<file path="config.mk">
export PLATFORM = sky130hd
export DESIGN_NAME = branch_target_predictor_flat
export DESIGN_NICKNAME = d
export VERILOG_FILES = /design/src/rtl/branch_target_predictor_pkg.sv /design/src/rtl/branch_target_predictor_if.sv /design/src/rtl/branch_target_predictor_lru_ages.sv /design/src/rtl/branch_target_predictor.sv /design/src/flat_wrapper.sv
export SDC_FILE = /design/constraint.sdc
export NUM_CORES = 2
export LEC_CHECK = 0
export ABC_CLOCK_PERIOD_IN_PS = 10080
export CAP_MARGIN = 20
export CORE_MARGIN = 10
export CORE_UTILIZATION = 64
export CTS_BUF_LIST = sky130_fd_sc_hd__clkbuf_4
export DETAILED_ROUTE_END_ITERATION = 16
export GPL_TIMING_DRIVEN = 0
export PLACE_DENSITY = 0.87
export SLEW_MARGIN = 5
export SYNTH_ARGS = -nofsm -noshare
export SYNTH_HDL_FRONTEND = slang
export SYNTH_HIERARCHICAL = 1
export SYNTH_SLANG_ARGS = --single-unit
</file>
<file path="constraint.sdc">
create_clock -name clk -period 10.08 [get_ports clk]
set_clock_uncertainty 0.1 [all_clocks]
set_input_delay 1.008 -clock clk [delete_from_list [all_inputs] [get_ports clk]]
set_output_delay 1.008 -clock clk [all_outputs]
set_load 0.02 [all_outputs]
</file>
<file path="src/rtl/branch_target_predictor_pkg.sv">
// Shared constants, opcode decode helpers for the branch target predictor.
package branch_target_predictor_pkg;

    // RV32 control-flow major opcodes (inst[6:0])
    localparam logic [6:0] OP_BRANCH = 7'b1100011;
    localparam logic [6:0] OP_JAL    = 7'b1101111;
    localparam logic [6:0] OP_JALR   = 7'b1100111;

    // 2-bit direction counter encodings: weakly taken / weakly not-taken.
    // The top derives the same values generically for any counter width.
    localparam logic [1:0] CTR_WT  = 2'b10;
    localparam logic [1:0] CTR_WNT = 2'b01;

    // True for any opcode that redirects control flow
    function automatic logic is_cf(input logic [6:0] opcode);
        return (opcode == OP_BRANCH) || (opcode == OP_JAL) || (opcode == OP_JALR);
    endfunction

    // Unconditional jumps are always taken regardless of the resolved direction
    function automatic logic is_jump(input logic [6:0] opcode);
        return (opcode == OP_JAL) || (opcode == OP_JALR);
    endfunction

endpackage

</file>
<file path="src/rtl/branch_target_predictor_if.sv">
// Fetch-lookup, execute-train and status bundle of the branch target predictor.
interface branch_target_predictor_if #(
    parameter int XLEN   = 32,
    parameter int PERF_W = 32
);
    // fetch lookup
    logic [XLEN-1:0]   if_pc;
    logic              pred_hit;
    logic              pred_taken;
    logic [XLEN-1:0]   pred_target;
    // execute training
    logic              ex_valid;
    logic [XLEN-1:0]   ex_pc;
    logic [XLEN-1:0]   ex_inst;
    logic              ex_taken;
    logic [XLEN-1:0]   ex_target;
    logic              ex_pred_taken;
    logic [XLEN-1:0]   ex_pred_target;
    logic              inv_all;
    // redirect and performance
    logic              flush;
    logic [XLEN-1:0]   redirect_pc;
    logic [PERF_W-1:0] perf_lookups;
    logic [PERF_W-1:0] perf_hits;
    logic [PERF_W-1:0] perf_mispred;

    // pipeline side driving the predictor
    modport master (
        output if_pc, ex_valid, ex_pc, ex_inst, ex_taken, ex_target,
               ex_pred_taken, ex_pred_target, inv_all,
        input  pred_hit, pred_taken, pred_target, flush, redirect_pc,
               perf_lookups, perf_hits, perf_mispred
    );

    // the predictor itself
    modport slave (
        input  if_pc, ex_valid, ex_pc, ex_inst, ex_taken, ex_target,
               ex_pred_taken, ex_pred_target, inv_all,
        output pred_hit, pred_taken, pred_target, flush, redirect_pc,
               perf_lookups, perf_hits, perf_mispred
    );
endinterface

</file>
<file path="src/rtl/branch_target_predictor_lru_ages.sv">
// True-LRU age tracker: one age per entry, ages always form a permutation of 0..ENTRIES-1.
module branch_target_predictor_lru_ages #(
    parameter int ENTRIES = 8,
    localparam int IDX_W  = $clog2(ENTRIES)
) (
    input  logic             clk,
    input  logic             RST_n,
    input  logic             i_touch_en,
    input  logic [IDX_W-1:0] i_touch_idx,
    output logic [IDX_W-1:0] o_victim_idx
);

    logic [IDX_W-1:0] w_age [ENTRIES];
    logic [IDX_W-1:0] w_old_age;

    assign w_old_age = w_age[i_touch_idx];

    for (genvar gi = 0; gi < ENTRIES; gi++) begin : g_age
        logic [IDX_W-1:0] r_age;
        assign w_age[gi] = r_age;

        // Touched entry becomes youngest; entries younger than its old age step back one
        always_ff @(posedge clk or negedge RST_n) begin
            if (!RST_n) begin
                r_age <= IDX_W'(gi);
            end else if (i_touch_en) begin
                if (i_touch_idx == IDX_W'(gi)) begin
                    r_age <= '0;
                end else if (r_age < w_old_age) begin
                    r_age <= r_age + IDX_W'(1);
                end
            end
        end
    end

    // Victim is the unique entry holding the maximum age
    always_comb begin
        o_victim_idx = '0;
        for (int i = 0; i < ENTRIES; i++) begin
            if (w_age[i] == IDX_W'(ENTRIES - 1)) begin
                o_victim_idx = IDX_W'(i);
            end
        end
    end

endmodule

</file>
<file path="src/rtl/branch_target_predictor.sv">
// Fully-associative BTB with saturating direction counters, true-LRU replacement,
// registered mispredict flush/redirect, saturating perf counters and bulk invalidate.
module branch_target_predictor
    import branch_target_predictor_pkg::*;
#(
    parameter int XLEN    = 32,
    parameter int ENTRIES = 8,
    parameter int CTR_W   = 2,
    parameter int PERF_W  = 32
) (
    input  logic                    clk,
    input  logic                    RST_n,
    branch_target_predictor_if.slave bus
);

    localparam int IDX_W = $clog2(ENTRIES);
    // Weakly-taken: MSB set, rest clear. Weakly-not-taken: MSB clear, rest set.
    localparam logic [CTR_W-1:0] W_CTR_WT  = {1'b1, {(CTR_W-1){1'b0}}};
    localparam logic [CTR_W-1:0] W_CTR_WNT = {1'b0, {(CTR_W-1){1'b1}}};

    typedef struct packed {
        logic            valid;
        logic [XLEN-1:0] tag;
        logic [XLEN-1:0] target;
        logic [CTR_W-1:0] ctr;
    } btb_entry_t;

    btb_entry_t         w_entry [ENTRIES];
    logic [ENTRIES-1:0] w_valid;
    logic [ENTRIES-1:0] w_lk_match;
    logic [ENTRIES-1:0] w_tr_match;

    logic [IDX_W-1:0]   w_lk_idx;
    logic [IDX_W-1:0]   w_tr_idx;
    logic [IDX_W-1:0]   w_free_idx;
    logic [IDX_W-1:0]   w_lru_idx;
    logic [IDX_W-1:0]   w_alloc_idx;
    logic [IDX_W-1:0]   w_touch_idx;
    logic               w_lk_hit;
    logic               w_tr_hit;
    logic               w_has_free;

    logic [6:0]         w_opcode;
    logic               w_cf;
    logic               w_taken_eff;
    logic               w_mispred;
    logic               w_train;
    logic               w_touch_en;
    logic [XLEN-1:0]    w_actual_next;
    logic [XLEN-7-1:0]  w_unused_inst_bits;

    logic               r_flush;
    logic [XLEN-1:0]    r_redirect_pc;
    logic [PERF_W-1:0]  r_perf_lookups;
    logic [PERF_W-1:0]  r_perf_hits;
    logic [PERF_W-1:0]  r_perf_mispred;

    // ---------------- execute-side decode ----------------
    assign w_opcode           = bus.ex_inst[6:0];
    assign w_unused_inst_bits = bus.ex_inst[XLEN-1:7];
    assign w_cf               = bus.ex_valid && is_cf(w_opcode);
    assign w_taken_eff        = bus.ex_taken || is_jump(w_opcode);
    assign w_actual_next      = w_taken_eff ? bus.ex_target : (bus.ex_pc + XLEN'(4));
    assign w_mispred          = w_cf && ((w_taken_eff != bus.ex_pred_taken) ||
                                         (w_taken_eff && (bus.ex_target != bus.ex_pred_target)));
    // Bulk invalidate wins over training in the same cycle
    assign w_train            = w_cf && !bus.inv_all;

    // ---------------- entry storage and tag compare ----------------
    for (genvar gi = 0; gi < ENTRIES; gi++) begin : g_entry
        btb_entry_t r_entry;

        assign w_entry[gi]    = r_entry;
        assign w_valid[gi]    = r_entry.valid;
        assign w_lk_match[gi] = r_entry.valid && (r_entry.tag == bus.if_pc);
        assign w_tr_match[gi] = r_entry.valid && (r_entry.tag == bus.ex_pc);

        // Per-entry update: invalidate, train on hit, or allocate on taken miss
        always_ff @(posedge clk or negedge RST_n) begin
            if (!RST_n) begin
                r_entry.valid  <= 1'b0;
                r_entry.tag    <= '0;
                r_entry.target <= '0;
                r_entry.ctr    <= W_CTR_WNT;
            end else if (bus.inv_all) begin
                r_entry.valid <= 1'b0;
            end else if (w_train && w_tr_hit && (w_tr_idx == IDX_W'(gi))) begin
                if (w_taken_eff) begin
                    if (r_entry.ctr != '1) begin
                        r_entry.ctr <= r_entry.ctr + CTR_W'(1);
                    end
                    r_entry.target <= bus.ex_target;
                end else if (r_entry.ctr != '0) begin
                    r_entry.ctr <= r_entry.ctr - CTR_W'(1);
                end
            end else if (w_train && !w_tr_hit && w_taken_eff && (w_alloc_idx == IDX_W'(gi))) begin
                r_entry.valid  <= 1'b1;
                r_entry.tag    <= bus.ex_pc;
                r_entry.target <= bus.ex_target;
                r_entry.ctr    <= W_CTR_WT;
            end
        end
    end

    // Encode the (at most one) matching entry for lookup and for training
    always_comb begin
        w_lk_idx = '0;
        w_tr_idx = '0;
        for (int i = 0; i < ENTRIES; i++) begin
            if (w_lk_match[i]) begin
                w_lk_idx = IDX_W'(i);
            end
            if (w_tr_match[i]) begin
                w_tr_idx = IDX_W'(i);
            end
        end
    end

    assign w_lk_hit = |w_lk_match;
    assign w_tr_hit = |w_tr_match;

    // Lowest-index invalid entry is preferred over evicting the LRU entry
    always_comb begin
        w_free_idx = '0;
        for (int i = ENTRIES - 1; i >= 0; i--) begin
            if (!w_valid[i]) begin
                w_free_idx = IDX_W'(i);
            end
        end
    end

    assign w_has_free  = ~&w_valid;
    assign w_alloc_idx = w_has_free ? w_free_idx : w_lru_idx;

    // Recency only moves on a hit train or on an allocation
    assign w_touch_en  = w_train && (w_tr_hit || w_taken_eff);
    assign w_touch_idx = w_tr_hit ? w_tr_idx : w_alloc_idx;

    branch_target_predictor_lru_ages #(
        .ENTRIES (ENTRIES)
    ) u_lru (
        .clk          (clk),
        .RST_n        (RST_n),
        .i_touch_en   (w_touch_en),
        .i_touch_idx  (w_touch_idx),
        .o_victim_idx (w_lru_idx)
    );

    // ---------------- fetch-side lookup (pre-edge state, no bypass) ----------------
    assign bus.pred_hit    = w_lk_hit;
    assign bus.pred_taken  = w_lk_hit && w_entry[w_lk_idx].ctr[CTR_W-1];
    assign bus.pred_target = w_lk_hit ? w_entry[w_lk_idx].target : (bus.if_pc + XLEN'(4));

    // Flush is a one-cycle pulse; redirect follows every resolved control-flow op
    always_ff @(posedge clk or negedge RST_n) begin
        if (!RST_n) begin
            r_flush       <= 1'b0;
            r_redirect_pc <= '0;
        end else begin
            r_flush <= w_mispred;
            if (w_cf) begin
                r_redirect_pc <= w_actual_next;
            end
        end
    end

    // Saturating performance counters
    always_ff @(posedge clk or negedge RST_n) begin
        if (!RST_n) begin
            r_perf_lookups <= '0;
            r_perf_hits    <= '0;
            r_perf_mispred <= '0;
        end else begin
            if (r_perf_lookups != '1) begin
                r_perf_lookups <= r_perf_lookups + PERF_W'(1);
            end
            if (w_lk_hit && (r_perf_hits != '1)) begin
                r_perf_hits <= r_perf_hits + PERF_W'(1);
            end
            if (w_mispred && (r_perf_mispred != '1)) begin
                r_perf_mispred <= r_perf_mispred + PERF_W'(1);
            end
        end
    end

    assign bus.flush        = r_flush;
    assign bus.redirect_pc  = r_redirect_pc;
    assign bus.perf_lookups = r_perf_lookups;
    assign bus.perf_hits    = r_perf_hits;
    assign bus.perf_mispred = r_perf_mispred;

endmodule

</file>
<file path="src/flat_wrapper.sv">
// flat-port wrapper written by rule: the top's interface ports become plain ports
module branch_target_predictor_flat import branch_target_predictor_pkg::*;
#(
    parameter int XLEN    = 32,
    parameter int ENTRIES = 8,
    parameter int CTR_W   = 2,
    parameter int PERF_W  = 32
)
  (clk, RST_n, bus_if_pc, bus_ex_valid, bus_ex_pc, bus_ex_inst, bus_ex_taken, bus_ex_target, bus_ex_pred_taken, bus_ex_pred_target, bus_inv_all, bus_pred_hit, bus_pred_taken, bus_pred_target, bus_flush, bus_redirect_pc, bus_perf_lookups, bus_perf_hits, bus_perf_mispred);
  branch_target_predictor_if #(.XLEN(XLEN), .PERF_W(PERF_W)) bus_i ();
  input  logic clk;
  input  logic RST_n;
  input wire logic [$bits(bus_i.if_pc)-1:0] bus_if_pc;
  input wire logic [$bits(bus_i.ex_valid)-1:0] bus_ex_valid;
  input wire logic [$bits(bus_i.ex_pc)-1:0] bus_ex_pc;
  input wire logic [$bits(bus_i.ex_inst)-1:0] bus_ex_inst;
  input wire logic [$bits(bus_i.ex_taken)-1:0] bus_ex_taken;
  input wire logic [$bits(bus_i.ex_target)-1:0] bus_ex_target;
  input wire logic [$bits(bus_i.ex_pred_taken)-1:0] bus_ex_pred_taken;
  input wire logic [$bits(bus_i.ex_pred_target)-1:0] bus_ex_pred_target;
  input wire logic [$bits(bus_i.inv_all)-1:0] bus_inv_all;
  output wire logic [$bits(bus_i.pred_hit)-1:0] bus_pred_hit;
  output wire logic [$bits(bus_i.pred_taken)-1:0] bus_pred_taken;
  output wire logic [$bits(bus_i.pred_target)-1:0] bus_pred_target;
  output wire logic [$bits(bus_i.flush)-1:0] bus_flush;
  output wire logic [$bits(bus_i.redirect_pc)-1:0] bus_redirect_pc;
  output wire logic [$bits(bus_i.perf_lookups)-1:0] bus_perf_lookups;
  output wire logic [$bits(bus_i.perf_hits)-1:0] bus_perf_hits;
  output wire logic [$bits(bus_i.perf_mispred)-1:0] bus_perf_mispred;
  assign bus_i.if_pc = bus_if_pc;
  assign bus_i.ex_valid = bus_ex_valid;
  assign bus_i.ex_pc = bus_ex_pc;
  assign bus_i.ex_inst = bus_ex_inst;
  assign bus_i.ex_taken = bus_ex_taken;
  assign bus_i.ex_target = bus_ex_target;
  assign bus_i.ex_pred_taken = bus_ex_pred_taken;
  assign bus_i.ex_pred_target = bus_ex_pred_target;
  assign bus_i.inv_all = bus_inv_all;
  assign bus_pred_hit = bus_i.pred_hit;
  assign bus_pred_taken = bus_i.pred_taken;
  assign bus_pred_target = bus_i.pred_target;
  assign bus_flush = bus_i.flush;
  assign bus_redirect_pc = bus_i.redirect_pc;
  assign bus_perf_lookups = bus_i.perf_lookups;
  assign bus_perf_hits = bus_i.perf_hits;
  assign bus_perf_mispred = bus_i.perf_mispred;
  branch_target_predictor #(.XLEN(XLEN), .ENTRIES(ENTRIES), .CTR_W(CTR_W), .PERF_W(PERF_W)) u_core (.clk(clk), .RST_n(RST_n), .bus(bus_i));
endmodule
</file>
==> summary.txt <==
Logic synthesis
  – Mapped Nets: 3,598
  – Mean Syn Cell Area: approximately 11 um2
  – Post-Synthesis Cells: 3,396
  – EDFF count, synth: 0
  – Top_reg_cell synth: dfrtp_1
  – Async S/R FF share, synth: between 90% and 100%
  – Post-synthesis sequential area ratio: approximately 45%
  – Synth Cell Area: about 39,000 um2
  – Yosys warns: 6
  – Register bit total from synthesis: around 690
  – Yosys cell types: 85

Setup path
  – Critical Path RT: around 9000 ps
  – Data arrival, critical path: about 7400 ps
  – Slowest-stage cell, CP: nor2_1
  – CP top delay family: simple AND/OR/NAND/NOR gates
  – Reg2reg path depth: 16
  – R2R Path End: u_core/u_lru/g_age[1].r_age[0]$_DFFE_PN1P_
  – Crit Path Max Fanout: 10
  – CP cell instances: clkdlybuf4s50_1, buf_2, xor2_1, nor4_1, nand3_1, nor3_1, nor2_1, nand3_1, nand2_1, nor2_1, clkbuf_1, a21oi_1, o211ai_1, clkdlybuf4s50_1
  – Crit start category: input pin
  – R2R Setup Slk: approximately 3800 ps
  – Crit Path Category: input pin to output port
  – CP Capture Type: output port
  – Reg2reg start: u_core/g_entry[1].r_entry[61]$_DFFE_PN0P_
  – Worst path buffer plus inverter count: 4
  – Critical path's largest stage delay: about 910 ps

Layout
  – Fillers: approximately 4,000
  – Layout net count: ~4,000
  – Layout cell share with drive strength beyond 1: a little over a quarter
  – Area Overhead vs Synth: 15.2%
  – Commonest non-fill, non-tap cell in the layout: dfrtp_1
  – Most frequent cells in the layout: dfrtp_1, mux2_2, xor2_1
  – Final non-filler cell total: ~4,700

STA
  – Post-route clock period utilization: between 80 and 90%
  – RSZ-0062 raised after global routing: false
  – Final Max Tran Viols: 0
  – Minimum clock period: about 8500 ps
  – Relative slew margins: about 7.5%
  – Worst hold slack: about 320 ps
  – Final TNS setup: 0 ps
  – Worst Tran Pin Value: about 1400 ps
  – Final Hold Violating Endpoints: 0
  – Max Fclk: about 120 MHz
  – Setup Viol. Count Final: 0

Detailed routing
  – WL/cell: ~30 um
  – DR iter-0 viols: around 4,400
  – Routed WL: about 140,000 um
  – # DRC: 0
  – Drt via density: 6.64
  – DR vias: roughly 32,000
  – Antenna Nets Post-Route: 0
  – First-pass DRT Iterations: 8

Power and ir drop
  – Psw: between 1.5 and 2 mW
  – Comb power frac: approximately an eighth
  – VDD IR max: 0.0000943 V
  – Seq pwr share: ~47%
  – Clk pwr share: between 40% and 50%
  – Leakage power: roughly 21 nW
  – Int Power: about 4.3 mW
  – Switching part of the total power: ~29%
  – Pwr per Cell Area: ~140 nW/um2

Place
  – Gp weighted congestion: between 1 and 1.5
  – Port buffer count: 235
  – DP HPWL: approximately 94,000 um
  – Dpl cells: ~4,400

Global routing
  – First-pass GRT wire length: approximately 200,000 um
  – Total global routing overflow: 0
  – Largest net degree at the start of global routing: between 100 and 150
  – Vias in the first global route: 31,700
  – Antenna violations before repair: 15
  – Gr usage total: 39.1%

Clock network
  – Clk slew on worst S/H paths: around 60 ps
  – CTS tree: built
  – Post-CTS sizing: 0
  – Setup bufs post-CTS: 0
  – CTS Sinks: around 690
  – CTS root buf: clkbuf_4
  – CTS max path bufs: 3
  – H-tree lvl count: 4
  – Hold_buf cts: 1
  – Number of CTS-inserted buffers: approximately 180
  – Worst skew pair latency: 1080 ps

Floorplanning
  – Core Area: around 60,000 um2
  – Die width: around 270 um
  – I/O pins: 329
  – Die ar.: approximately 70,000 um2
  – Site row count: about 90
  – Starting Density: around 65%
  – Die H: about 270 um

Worst hold path
  – Hold WC Path Type: input pin to flip-flop
  – Hold-critical path depth: 2
  – Worst Hold Path EP: u_core/g_entry[6].r_entry[8]$_DFFE_PN0P_
  – Hold wc startpoint: bus_ex_target[6]

Job
  – Max-Cap Viols: 0

Run status
  – Outcome: complete, no violations
[per-layer routing]
layer	GRT usage (%)	vias to the layer above	share of wire (%)
met5	0.831	-	0.084
met4	25.9	14	7.5
met3	16.5	731	15
met2	56.9	2515	42
met1	46.9	15400	35
li1	-	12900	-
[sequential cells by signal (all words and copies together) (netlist names)]
register / flops
u_core/bus.perf_mispred: 32
u_core/u_lru/g_age.r_age: 24
u_core/bus.redirect_pc: 32
u_core/bus.flush: 1
u_core/bus.perf_lookups: 32
u_core/g_entry.r_entry: 536
u_core/bus.perf_hits: 32
[metrics by stage]
step	worst slack (ps)	total power [mW]	area (um2)	utilization, %
after global routing	1840	6.26	44400	74.8
after floorplan	4450	3.23	38500	-
after CTS	2080	6.04	44300	74.7
final	1600	6.05	44400	74.8
after detailed placement	2090	3.58	42000	70.8
after global placement	-22940	3.57	41900	70.5
[power by group through the flow]
stage / sequential [mW] / clock [mW] / combinational (mW)
2_1_floorplan: 2.92 / 0 / 0.303
3_3_place_gp: 2.91 / 0 / 0.661
3_5_place_dp: 2.90 / 0 / 0.680
4_1_cts: 2.85 / 2.51 / 0.685
5_1_grt: 2.86 / 2.66 / 0.740
6_report: 2.85 / 2.48 / 0.721
[how the worst max path moves through the flow]
stage,start,endpoint,depth (start not counted)
after floorplan,bus_ex_pc[10],u_core/u_lru/g_age[1].r_age[0]$_DFFE_PN1P_,17
after global placement,RST_n,u_core/bus.perf_mispred[22]$_DFFE_PN0P_,1
after detailed placement,bus_if_pc[25],bus_pred_target[31],14
after CTS,bus_if_pc[25],bus_pred_target[31],14
after global routing,bus_if_pc[25],bus_pred_target[31],14
final,bus_if_pc[25],bus_pred_target[31],14
[cells by family (layout without fill, tap and decap cells)]
family | count (synthesis) | count (layout) | share of synthesized area [%]
fa+ha+maj | 38 | 38 | 1.22
compound gates | 310 | 310 | 5.37
other cells | 0 | 8 | 0
simple gates | 747 | 747 | 10.2
flops | 689 | 689 | 44.8
xor+xnor | 687 | 687 | 15.6
mux | 657 | 657 | 19.0
buf+inv | 268 | 836 | 3.78
[Yosys cell counts, types with 80 or more instances]
cell,instances,share of area (%)
nor2_1,133,1.3
buf_2,98,1.3
nand4_1,92,1.5
nor4_1,90,1.5
xor2_1,382,8.7
nand2_1,157,1.5
dfrtp_1,669,43
o21ai_0,93,1.2
mux2i_1,84,2.2
nand3_1,80,1.0
xnor2_1,305,6.9
mux2_2,549,16
[final cells by class]
class	count	area, um2	area share [%]
Antenna cell	8	20.0	0.0451
Buffer	231	1320	2.96
Clock buffer	267	2000	4.51
Clock inverter	53	285	0.642
Inverter	37	139	0.313
Multi-Input combinational cell	2439	19800	44.6
Sequential cell	689	17300	38.9
Tap cell	773	967	2.18
Timing Repair Buffer	248	2590	5.84
[worst register-to-register path: cells and delay by family, from the launching register on]
| kind | cells | cell delay, ps |
|---|---|---|
| AO/OA/AOI/OAI | 6 | 1440 |
| XOR/XNOR | 1 | 210 |
| adder cells (fa/ha/maj) | 1 | 400 |
| buffers and inverters | 1 | 500 |
| flip-flops | 1 | 410 |
| multiplexers | 2 | 1330 |
| AND/OR/NAND/NOR | 5 | 1750 |
No activity file was read; power rests on OpenSTA's default activity.
